[config.mk]
export PLATFORM = sky130hd
export DESIGN_NAME = iopmp_dma_master
export DESIGN_NICKNAME = d
export VERILOG_FILES = /design/src/rtl/iopmp_dma_master_pkg.sv /design/src/rtl/iopmp_dma_master.sv
export SDC_FILE = /design/constraint.sdc
export NUM_CORES = 1
export LEC_CHECK = 0
export CAP_MARGIN = 20
export CORE_UTILIZATION = 53
export CTS_CLUSTER_SIZE = 14
export DETAILED_ROUTE_END_ITERATION = 8
export PLACE_DENSITY = 0.81
export SLEW_MARGIN = 15
export SYNTH_ARGS = -nofsm -noshare
export SYNTH_HDL_FRONTEND = slang
export SYNTH_SLANG_ARGS = --single-unit
export TNS_END_PERCENT = 20
[constraint.sdc]
create_clock -name clk -period 3.9 [get_ports clk]
set_input_delay 1.17 -clock clk [delete_from_list [all_inputs] [get_ports clk]]
set_output_delay 1.17 -clock clk [all_outputs]
set_load 0.02 [all_outputs]
[src/rtl/iopmp_dma_master_pkg.sv]
// Shared definitions for the word-copy DMA master: register map, FSM encodings
// and CTRL/STATUS/CLR bit positions.
package iopmp_dma_master_pkg;

    localparam logic [2:0] DmaSrc    = 3'd0;
    localparam logic [2:0] DmaDst    = 3'd1;
    localparam logic [2:0] DmaLen    = 3'd2;
    localparam logic [2:0] DmaCtrl   = 3'd3;
    localparam logic [2:0] DmaStatus = 3'd4;
    localparam logic [2:0] DmaClr    = 3'd5;

    localparam logic [1:0] StIdle = 2'd0;
    localparam logic [1:0] StRd   = 2'd1;
    localparam logic [1:0] StWr   = 2'd2;

    localparam int CtrlStart = 0;
    localparam int CtrlIrqEn = 1;
    localparam int CtrlAbort = 2;

    localparam int StatBusy = 0;
    localparam int StatDone = 1;
    localparam int StatErr  = 2;

    localparam int ClrDone = 1;
    localparam int ClrErr  = 2;

    function automatic logic [31:0] word_align(input logic [31:0] a);
        return {a[31:2], 2'b00};
    endfunction

endpackage

[src/rtl/iopmp_dma_master.sv]
// Register-programmed word-copy DMA engine. Every beat goes out on the master
// bus that feeds the IOPMP filter; a level interrupt reports DONE/ERR.
module iopmp_dma_master
    import iopmp_dma_master_pkg::*;
#(
    parameter int LEN_W = 16
) (
    input  logic        clk,
    input  logic        rst,
    input  logic        we_i,
    input  logic [31:0] addr_i,
    input  logic [31:0] data_i,
    output logic [31:0] data_o,
    output logic [31:0] mst_addr_o,
    input  logic [31:0] mst_data_i,
    output logic [31:0] mst_data_o,
    output logic        mst_req_o,
    output logic        mst_we_o,
    input  logic        mst_gnt_i,
    input  logic        mst_err_i,
    output logic        irq_o,
    output logic [1:0]  dbg_state_o
);

    // Master handshake: a beat completes on the edge where mst_req_o and
    // mst_gnt_i are both high and mst_err_i is low; while mst_gnt_i is low the
    // request, address and write data are held unchanged. mst_err_i ends the
    // transfer and wins over mst_gnt_i.

    logic [2:0]       reg_sel;
    logic             wr_src, wr_dst, wr_len, wr_ctrl, wr_clr;
    logic             start_pulse, abort_pulse, abort_req;
    logic [31:0]      src_q, dst_q;
    logic [LEN_W-1:0] len_q;
    logic             irq_en_q;

    logic [1:0]       state;
    logic [31:0]      cur_src, cur_dst, buf_q;
    logic [LEN_W-1:0] cnt;
    logic             done_q, err_q, abort_q, irq_q;
    logic             unused_addr_bits;

    assign reg_sel          = addr_i[4:2];
    assign unused_addr_bits = ^{addr_i[31:5], addr_i[1:0]};

    assign wr_src      = we_i && (reg_sel == DmaSrc);
    assign wr_dst      = we_i && (reg_sel == DmaDst);
    assign wr_len      = we_i && (reg_sel == DmaLen);
    assign wr_ctrl     = we_i && (reg_sel == DmaCtrl);
    assign wr_clr      = we_i && (reg_sel == DmaClr);
    assign start_pulse = wr_ctrl && data_i[CtrlStart];
    assign abort_pulse = wr_ctrl && data_i[CtrlAbort];
    assign abort_req   = abort_q || abort_pulse;

    // Programming registers; the FSM works from its own latched copies.
    always_ff @(posedge clk) begin
        if (rst) begin
            src_q    <= '0;
            dst_q    <= '0;
            len_q    <= '0;
            irq_en_q <= 1'b0;
        end else begin
            if (wr_src)  src_q    <= word_align(data_i);
            if (wr_dst)  dst_q    <= word_align(data_i);
            if (wr_len)  len_q    <= data_i[LEN_W-1:0];
            if (wr_ctrl) irq_en_q <= data_i[CtrlIrqEn];
        end
    end

    always_ff @(posedge clk) begin
        if (rst) begin
            state   <= StIdle;
            cur_src <= '0;
            cur_dst <= '0;
            buf_q   <= '0;
            cnt     <= '0;
            done_q  <= 1'b0;
            err_q   <= 1'b0;
            abort_q <= 1'b0;
            irq_q   <= 1'b0;
        end else begin
            irq_q <= irq_en_q && (done_q || err_q);
            // Clears come first so a status set in the same cycle wins.
            if (wr_clr && data_i[ClrDone]) done_q <= 1'b0;
            if (wr_clr && data_i[ClrErr])  err_q  <= 1'b0;
            case (state)
                StIdle: begin
                    abort_q <= 1'b0;
                    if (start_pulse) begin
                        if (len_q != '0) begin
                            cur_src <= src_q;
                            cur_dst <= dst_q;
                            cnt     <= len_q;
                            done_q  <= 1'b0;
                            err_q   <= 1'b0;
                            state   <= StRd;
                        end else begin
                            done_q <= 1'b1;
                        end
                    end
                end
                StRd: begin
                    abort_q <= abort_req;
                    if (mst_err_i) begin
                        err_q <= 1'b1;
                        state <= StIdle;
                    end else if (mst_gnt_i) begin
                        buf_q   <= mst_data_i;
                        cur_src <= cur_src + 32'd4;
                        state   <= abort_req ? StIdle : StWr;
                    end
                end
                StWr: begin
                    abort_q <= abort_req;
                    if (mst_err_i) begin
                        err_q <= 1'b1;
                        state <= StIdle;
                    end else if (mst_gnt_i) begin
                        cur_dst <= cur_dst + 32'd4;
                        cnt     <= cnt - LEN_W'(1);
                        if (cnt == LEN_W'(1)) begin
                            done_q <= 1'b1;
                            state  <= StIdle;
                        end else begin
                            state <= abort_req ? StIdle : StRd;
                        end
                    end
                end
                default: state <= StIdle;
            endcase
        end
    end

    always_comb begin
        mst_req_o  = 1'b0;
        mst_we_o   = 1'b0;
        mst_addr_o = '0;
        mst_data_o = '0;
        case (state)
            StRd: begin
                mst_req_o  = 1'b1;
                mst_addr_o = cur_src;
            end
            StWr: begin
                mst_req_o  = 1'b1;
                mst_we_o   = 1'b1;
                mst_addr_o = cur_dst;
                mst_data_o = buf_q;
            end
            default: ;
        endcase
    end

    always_comb begin
        data_o = '0;
        case (reg_sel)
            DmaSrc:    data_o = src_q;
            DmaDst:    data_o = dst_q;
            DmaLen:    data_o = 32'(len_q);
            DmaCtrl:   data_o[CtrlIrqEn] = irq_en_q;
            DmaStatus: begin
                data_o[31:16]    = 16'(cnt);
                data_o[StatBusy] = (state != StIdle);
                data_o[StatDone] = done_q;
                data_o[StatErr]  = err_q;
            end
            default: data_o = '0;
        endcase
    end

    assign irq_o       = irq_q;
    assign dbg_state_o = state;

endmodule
==> results of run 1 <==
==> metrics by stage <==
step           instances  total power, µW  setup WS [ns]  hold slack, ns  cell area [µm²]
2_1_floorplan       1491             2200          0.173           0.432            10800
3_3_place_gp        1851             2370         -0.250           0.437            12800
3_5_place_dp        1851             2370         -0.252           0.442            12800
4_1_cts             1883             4130        -0.0364           0.452            13300
5_1_grt             1884             4250        0.00128           0.469            13400
6_report            1884             4140         0.0416           0.450            13400
==> state kept, by name (all words and copies together) (netlist names) <==
| signal | count |
|---|---|
| len_q | 16 |
| irq_en_q | 1 |
| cur_src | 30 |
| cnt | 16 |
| dst_q | 30 |
| err_q | 1 |
| done_q | 1 |
| buf_q | 32 |
| src_q | 30 |
| irq_o | 1 |
| dbg_state_o | 2 |
| cur_dst | 30 |
| abort_q | 1 |
==> Yosys cell counts (all sizes together) (4+ instances only) <==
library cell / instances / area share, %
mux2i: 33 / 3.1
dfxtp: 191 / 35
ha: 8 / 0.93
o211ai: 7 / 0.53
or2: 4 / 0.23
nor3: 25 / 1.2
nor2b: 48 / 2.8
a21boi: 7 / 0.52
nand3b: 5 / 0.35
a22oi: 26 / 1.8
a21oi: 209 / 9.7
inv: 23 / 0.80
o21ai: 75 / 3.5
a2bb2oi: 6 / 0.55
and4: 6 / 0.49
and3: 16 / 0.94
a31oi: 33 / 1.9
o2bb2ai: 16 / 1.3
clkbuf: 93 / 3.3
or3: 17 / 1.0
nand3: 33 / 1.6
and2: 46 / 2.7
or4: 6 / 0.45
a211oi: 5 / 0.39
o31a: 5 / 0.41
nor2: 98 / 3.4
buf: 33 / 1.7
nand2: 293 / 10
o32ai: 8 / 0.72
nor3b: 5 / 0.35
nand4: 42 / 2.4
nor4: 20 / 1.4
==> worst max-delay path by stage <==
stage	start	to	cells after the start
2_1_floorplan	addr_i[3]	data_o[2]	5
3_3_place_gp	addr_i[3]	data_o[15]	7
3_5_place_dp	addr_i[3]	data_o[15]	7
4_1_cts	addr_i[3]	data_o[15]	7
5_1_grt	dbg_state_o[0]	mst_addr_o[20]	7
6_report	dbg_state_o[0]	mst_addr_o[14]	4
==> metal layers <==
layer / global-route usage, % / vias up / wire [µm]
met1: 47.5 / 5480 / 14700
li1: - / 5511 / -
met5: 0 / - / 0
met2: 55.9 / 740 / 16700
met4: 18.4 / 0 / 1720
met3: 7.42 / 120 / 4440
==> layout make-up <==
type / instances / area, µm² / area share, %
inverter: 23 / 86.3 / 0.646
multi-input combinational: 1151 / 6370 / 47.7
timing repair buffer: 222 / 2150 / 16.1
clock inverter: 14 / 151 / 1.13
tap: 265 / 332 / 2.48
clock buffer: 18 / 439 / 3.29
sequential: 191 / 3820 / 28.6
==> tightest hold or removal path: cells and delay by family, from the launching register on <==
family	cells	cell delay [ns]
compound gates	1	0.05
flops	1	0.31
simple gates	1	0.05
==> cell families after synthesis <==
kind of cell	count (synthesis)	synth area share, %
simple gates	677	30.6
compound gates	427	23.8
flops	191	35.5
buf+inv	149	5.73
mux	36	3.38
fa+ha+maj	8	0.929
other cells	1	0.0348
xor+xnor	1	0.0813
==> power groups by stage <==
stage          clock network [µW]  registers (µW)  logic [µW]
5_1_grt                      1880            2000         363
2_1_floorplan                   0            2030         175
3_3_place_gp                    0            2040         329
4_1_cts                      1800            2000         331
3_5_place_dp                    0            2040         331
6_report                     1800            2000         340
==> timing repair <==
action / CTS / global route
gates resized for setup: 32 / 10
hold endpoints to repair: 0 / 0
setup buffers: 0 / 0
setup endpoints to repair: 32 / 34
==> run summary, run 1 <==
In this run the power density over the cells is 310 nW/µm². For the final-report setup violation count, the log shows 0. Among cell families on the critical path, the largest total delay comes from buffers and inverters. Setup repair after global routing left no endpoint under its margin.

In the final layout, the share of cells above drive strength 1 is 7.29%. Entering global routing, the biggest net connects 71 pins. The final critical path takes up 98.9% of the cycle. The worst-case hold path end point was buf_q[12].

The tools report the number of antenna violations at the first check in global routing as 0. Reg-to-reg startpoint: dbg_state_o[0]. TritonCTS built the clock tree. The largest fanout on the critical path is 16, and the clock buffer count from CTS is 17. The pre-antenna-repair detailed-routing pass consisted of 7 iterations.

Via count normalized by instance count: 6.29. After synthesis the cells add up to 10800 µm². The largest individual stage delay along the critical path comes from the cell sky130_fd_sc_hd__clkdlybuf4s50_1. The number of cells on the worst reg-to-reg path is 8. In this run, post-CTS hold repair placed 0 buffers. The number of enable-type register cells in the synthesized netlist was 0. The signal on the critical path passes through ha_2, nand2_1, a21boi_0, clkdlybuf4s50_1. Combined global-route utilization of all metal layers: 36.1%.

During placement, the flow inserted port buffers numbering 170. From synthesis to final layout, the design area changed by 24.0%. The leftover overflow at the end of global routing is 0. The top cell types in the final layout, fill and taps aside, are sky130_fd_sc_hd__nand2_1 (293), sky130_fd_sc_hd__a21oi_1 (209), sky130_fd_sc_hd__dfxtp_1 (190), sky130_fd_sc_hd__clkdlybuf4s50_1 (133), sky130_fd_sc_hd__nor2_1 (96). The sum of negative setup slack was 0 ns; the internal power of the cells was 3090 µW.

The largest single stage delay on the critical path is 0.67 ns. The later pin in the worst-skew pair is clocked with a latency of 0.45 ns. Counting the fill cells in the layout gives 1700. The Yosys step of the flow raised 0 warnings. The worst register-to-register path has a setup slack of 0.57 ns. The detail route stage leaves a number of antenna-violating nets equal to 0. The number of instances in the synthesized netlist is 1490. The number of cell rows was 51. Summing the sequential cell areas from Yosys gives 35.5% of the chip area.

The logs give 11900 for the via total after detailed routing and 20900 µm² for the die area. The weighted congestion at the end of routability-driven global placement was 0.979; the number of global-route vias before repair was 10500. The tool flagged a number of max-cap violations equal to 0.

The maximum clock path buffer count is 2. The run gives 0 as the number of pins with negative max-slew slack in the final report. Leaving out fill and tap cells, the most frequent cell in the layout is sky130_fd_sc_hd__nand2_1.

Type of the setup path with the least slack: reg2out. The count of endpoints failing hold in the final timing report was 0. The leading register cell type out of synthesis was sky130_fd_sc_hd__dfxtp_1. Highest ir drop seen on vdd: 0.345 mV. The first global-routing pass estimated 57.3 mm of wire. At the worst endpoint, the arrival time is 2.69 ns.

After detailed routing, the number of remaining DRC violations is 0. For this design the static power due to leakage is 0.00460 µW. In this run the most critical hold path is launched from buf_q[12]. Final net count: 1715.

The endpoint identified for the worst register-to-register timing path is cur_dst[30]. In this run the standard cell core region covers 19700 µm². The total number of clock tree sinks came out at 191. At the pin with the least slew margin, the transition time is 0.971 ns. The HPWL after detailed placement is 26.8 mm. The path class of the tightest hold or removal check is reg2reg.

The worst clock skew on the final layout was 0.0106 ns. The horizontal extent of the die is 145 µm, and the number of I/O pins is 202. The height of the chip is 145 µm. The run finished with clean final reports. For the number of library cell types mapped by synthesis, the log shows 77. The routed design could run at a clock period as short as 3.86 ns. Static timing analysis puts the maximum clock frequency at 259 MHz. The tree is rooted in a sky130_fd_sc_hd__clkbuf_16. After the first detailed-routing iteration, the DRC count stood at 1779. The post-detailed-route wirelength per cell was 19.9 µm; the fraction of registers with async set or reset after synthesis was 0%. Net switching is 25.3% of the power.

The tools report the category of the worst setup path launch point as a register. For the worst setup path, the data required time is 2.73 ns. The final wirelength came out at 37.5 mm. For the level count of the clock H-tree, the log shows 4. The number of synthesized register bits was 191; the relative contribution of the clock network to total power was 43.4%.

The antenna cell count is 0. The clock transition at the registers of the reported paths came out at 0.07 ns. Of the total power, combinational logic draws 8.2%. The run gives 48.4% as the sequential share of power. The buffering stage count on the worst path with inverters included is 1. Counting instances, the worst hold path has a depth of 2. The utilization after layout came out at 67.7%. STA classifies the critical path endpoint as an output port.

A synthesized cell averages 7.23 µm². Headroom to the max-slew limit came out at 34.8%. Switching power summed over all nets: 1050 µW. For this configuration, the core starts out at a cell density of 54.6%.
No activity file was read; power rests on OpenSTA's default activity.
==> inputs of run 2 (changes only) <==
--- a/config.mk
+++ b/config.mk
@@ -6,10 +6,10 @@
 export NUM_CORES = 1
 export LEC_CHECK = 0
 export CAP_MARGIN = 20
-export CORE_UTILIZATION = 53
+export CORE_UTILIZATION = 50
 export CTS_CLUSTER_SIZE = 14
 export DETAILED_ROUTE_END_ITERATION = 8
-export PLACE_DENSITY = 0.81
+export PLACE_DENSITY = 0.77
 export SLEW_MARGIN = 15
 export SYNTH_ARGS = -nofsm -noshare
 export SYNTH_HDL_FRONTEND = slang
==> run 2 against run 1 <==
Cell count is 1.2% higher. Clock skew is 0.00067 ns lower. Setup slack worse by 0.0077 ns. Flip-flop and latch count stayed put. Die area is 5.9% higher. Combinational power is 3% higher.
==> run summary, run 2 (synthesis results as in run 1) <==
The run finished with clean final reports. The timing-limited maximum frequency was 259 MHz (-0.20%); the detailed-placement wirelength estimate was 27.3 mm (+1.8%). The insertion delay of the later-clocked pin in the worst-skew pair was 0.44 ns (about the same); the total power divided by cell area was 314 nW/µm² (+1.4%). The number of antenna violations at the first check in global routing was 0 (unchanged); the die area was 22100 µm² (+5.9%). The run gives 13500 µm² (+0.74%) as the final instance area. For the worst clock skew on the final layout, the log shows 0.00994 ns (-0.000670 ns). Delay of the slowest critical-path stage: 0.54 ns (-0.13 ns).

Walking the worst path, the cells encountered are clkdlybuf4s50_1, nor2b_1, buf_4, a21oi_1, nor2_1, dlygate4sd2_1. Leaving out fill and tap cells, the most frequent cell in the layout is sky130_fd_sc_hd__nand2_1. The part of the total power dissipated in combinational logic is 8.3% (about the same), and the post-CTS setup repair buffer count is 0 (unchanged).

The number of global-route vias before repair is 10500 (-0.057%). The slowest stage of the critical path belongs to the cell sky130_fd_sc_hd__clkdlybuf4s50_1. The sum of internal, switching and leakage power came out at 4230 µW (+2.2%).

The ratio of cells with drive above 1 in the final layout was 9.14% (+1.8 points); the final-report setup violation count was 0 (unchanged). The highest ir drop seen on vdd is 0.335 mV (-2.9%). The switching part of the total was 24.4% (-0.96 points). The register-to-register path setup slack came out at 0.69 ns (+0.12 ns). Total number of clock tree sinks: 191 (unchanged). The logs give 37.7 mm (+0.41%) for the final wirelength and 2 (unchanged) for the maximum clock path buffer count.

In the layout the commonest cells are sky130_fd_sc_hd__nand2_1 (293), sky130_fd_sc_hd__a21oi_1 (204), sky130_fd_sc_hd__dfxtp_1 (190), sky130_fd_sc_hd__clkdlybuf4s50_1 (135), sky130_fd_sc_hd__nor2_1 (97). The run gives 36.6% (+1.8 points) as the tightest slew margin relative to the limit. The run gives 0 (unchanged) as the antenna cell count.

The quantity of I/O buffers inserted on ports is 170 (unchanged), and the number of hold-repair buffers added at the cts stage is 0 (unchanged). TritonCTS built the clock tree. The largest fanout on the critical path was 16 (unchanged); the minimum clock period was 3.87 ns (+0.00772 ns). Sum of negative setup slack: 0 ns (unchanged). The number of flip-flops under the largest register name was 32 (unchanged); the violation count after the first detailed-route iteration was 1687 (-5.2%). The tools report the clock buffer count from CTS as 17 (unchanged).

The final critical-path share of the clock period works out to 99.1% (+0.20 points). The combined global-route utilization of all metal layers is 33.8% (-2.3 points), and the first-pass GRT wire length is 58.0 mm (+1.2%). The run gives 2.73 ns (about the same) as the required time at the worst-slack endpoint. For the level count of the clock H-tree, the log shows 4 (unchanged). The worst hold path belongs to the class reg2reg.

The run gives 202 (unchanged) as the number of I/O pins. The tools report the via total after detailed routing as 11900 (unchanged). The run gives 1.01 (+3.3%) as the weighted congestion at the end of routability-driven global placement.

The internal power of the cells is 3200 µW (+3.5%). The run gives 0 (unchanged) as the count of max-cap constraint violations. Nature of the critical path endpoint: an output port. For the count of unresolved DRC violations after routing, the log shows 0 (unchanged).

The count of endpoints failing hold in the final timing report was 0 (unchanged). The tools report the cell leakage power as 0.00455 µW (-0.95%). STA classifies the critical path startpoint as an input port. Relative to the synthesized area, the layout overhead comes to 24.9%.

For the number of pins with negative max-slew slack in the final report, the log shows 0 (unchanged). The number of nets still failing antenna checks after routing is 0 (unchanged). The sequential share of power was 47.3% (-1.1 points).

The data arrival time of the critical path was 2.70 ns (about the same); the leftover overflow at the end of global routing was 0 (unchanged). The run gives 77 (+8.5%) as the maximum number of pins on one net before global-route repair. Type of the setup path with the least slack: in2out. Counting flops per register, the top entry is buf_q.

The area after detailed placement came out at 12900 µm² (+0.98%). The horizontal extent of the die is 149 µm (+2.9%), and the final net count is 1729 (+0.82%). The relative contribution of the clock network to total power was 44.4% (+1.0 points); the switching power summed over all nets was 1030 µW (-1.7%). The placeable core region is 21100 µm² (+6.9%), and the actual transition at the worst max-transition pin is 0.944 ns (-0.0273 ns).

The clock transition at the registers of the reported paths was 0.07 ns (about the same); the initial core utilization was 51.1% (-3.6 points). The run gives 0.449 ns (-0.000286 ns) as the worst hold slack after final layout. The root buffer cell chosen for the clock tree is sky130_fd_sc_hd__clkbuf_16.

Setup repair after global routing could not meet its margin everywhere. The run gives 53 (+3.9%) as the number of cell rows. The via count normalized by instance count was 6.22 (-1.2%). For the number of iterations in the first detailed-routing pass, the log shows 6 (-1).

The height of the chip was 149 µm (+2.9%). The post-detailed-route wirelength per cell is 19.8 µm (-0.75%).
-- run 2: layer usage --
| layer | vias up | track usage (%) | part of all wire (%) |
|---|---|---|---|
| li1 | 5520 | - | - |
| met1 | 5513 | 45.9 | 41 |
| met2 | 704 | 51.4 | 44 |
| met3 | 114 | 6.21 | 11 |
| met4 | 0 | 16.5 | 4.5 |
| met5 | - | 0 | 0 |
-- run 2: final timing paths --
kind,startpoint,end,depth (start not counted)
max,addr_i[4],data_o[19],6
min,buf_q[8],buf_q[8],2
max reg2reg,dbg_state_o[0],cur_dst[9],10
min reg2reg,buf_q[8],buf_q[8],2
-- run 2: layout make-up --
cell class	count	area (µm²)
Tap cell	275	344
Clock buffer	18	429
Inverter	23	86.3
Clock inverter	12	183
Fill cell	1849	7630
Multi-Input combinational cell	1151	6400
Sequential cell	191	3820
Timing Repair Buffer	236	2190
-- run 2: repair_timing --
item | 4_1_cts | 5_1_grt
gates resized for setup | 33 | 46
pin swaps | 0 | 0
setup endpoints to repair | 32 | 78
-- run 2: power groups by stage --
stage | Clock [µW] | Combinational [µW] | Sequential [µW]
6_report | 1880 | 350 | 2000
2_1_floorplan | 0 | 175 | 2030
5_1_grt | 1960 | 372 | 2000
3_3_place_gp | 0 | 340 | 2040
4_1_cts | 1880 | 342 | 2000
3_5_place_dp | 0 | 341 | 2040
-- run 2: metrics by stage --
stage / util [%] / std cells / setup slack, ns
5_1_grt: 63.8 / 1906 / -0.0105
6_report: 63.8 / 1906 / 0.0338
3_3_place_gp: 61.1 / 1876 / -0.214
3_5_place_dp: 61.1 / 1876 / -0.248
2_1_floorplan: - / 1491 / 0.173
4_1_cts: 63.8 / 1906 / -0.0112
-- run 2: worst max-delay path, delay by kind of cell --
family,cells,cell delay [ns]
and+or+nand+nor,2,0.32
buffers and inverters,3,1.12
AOI/OAI and AO/OA,1,0.09
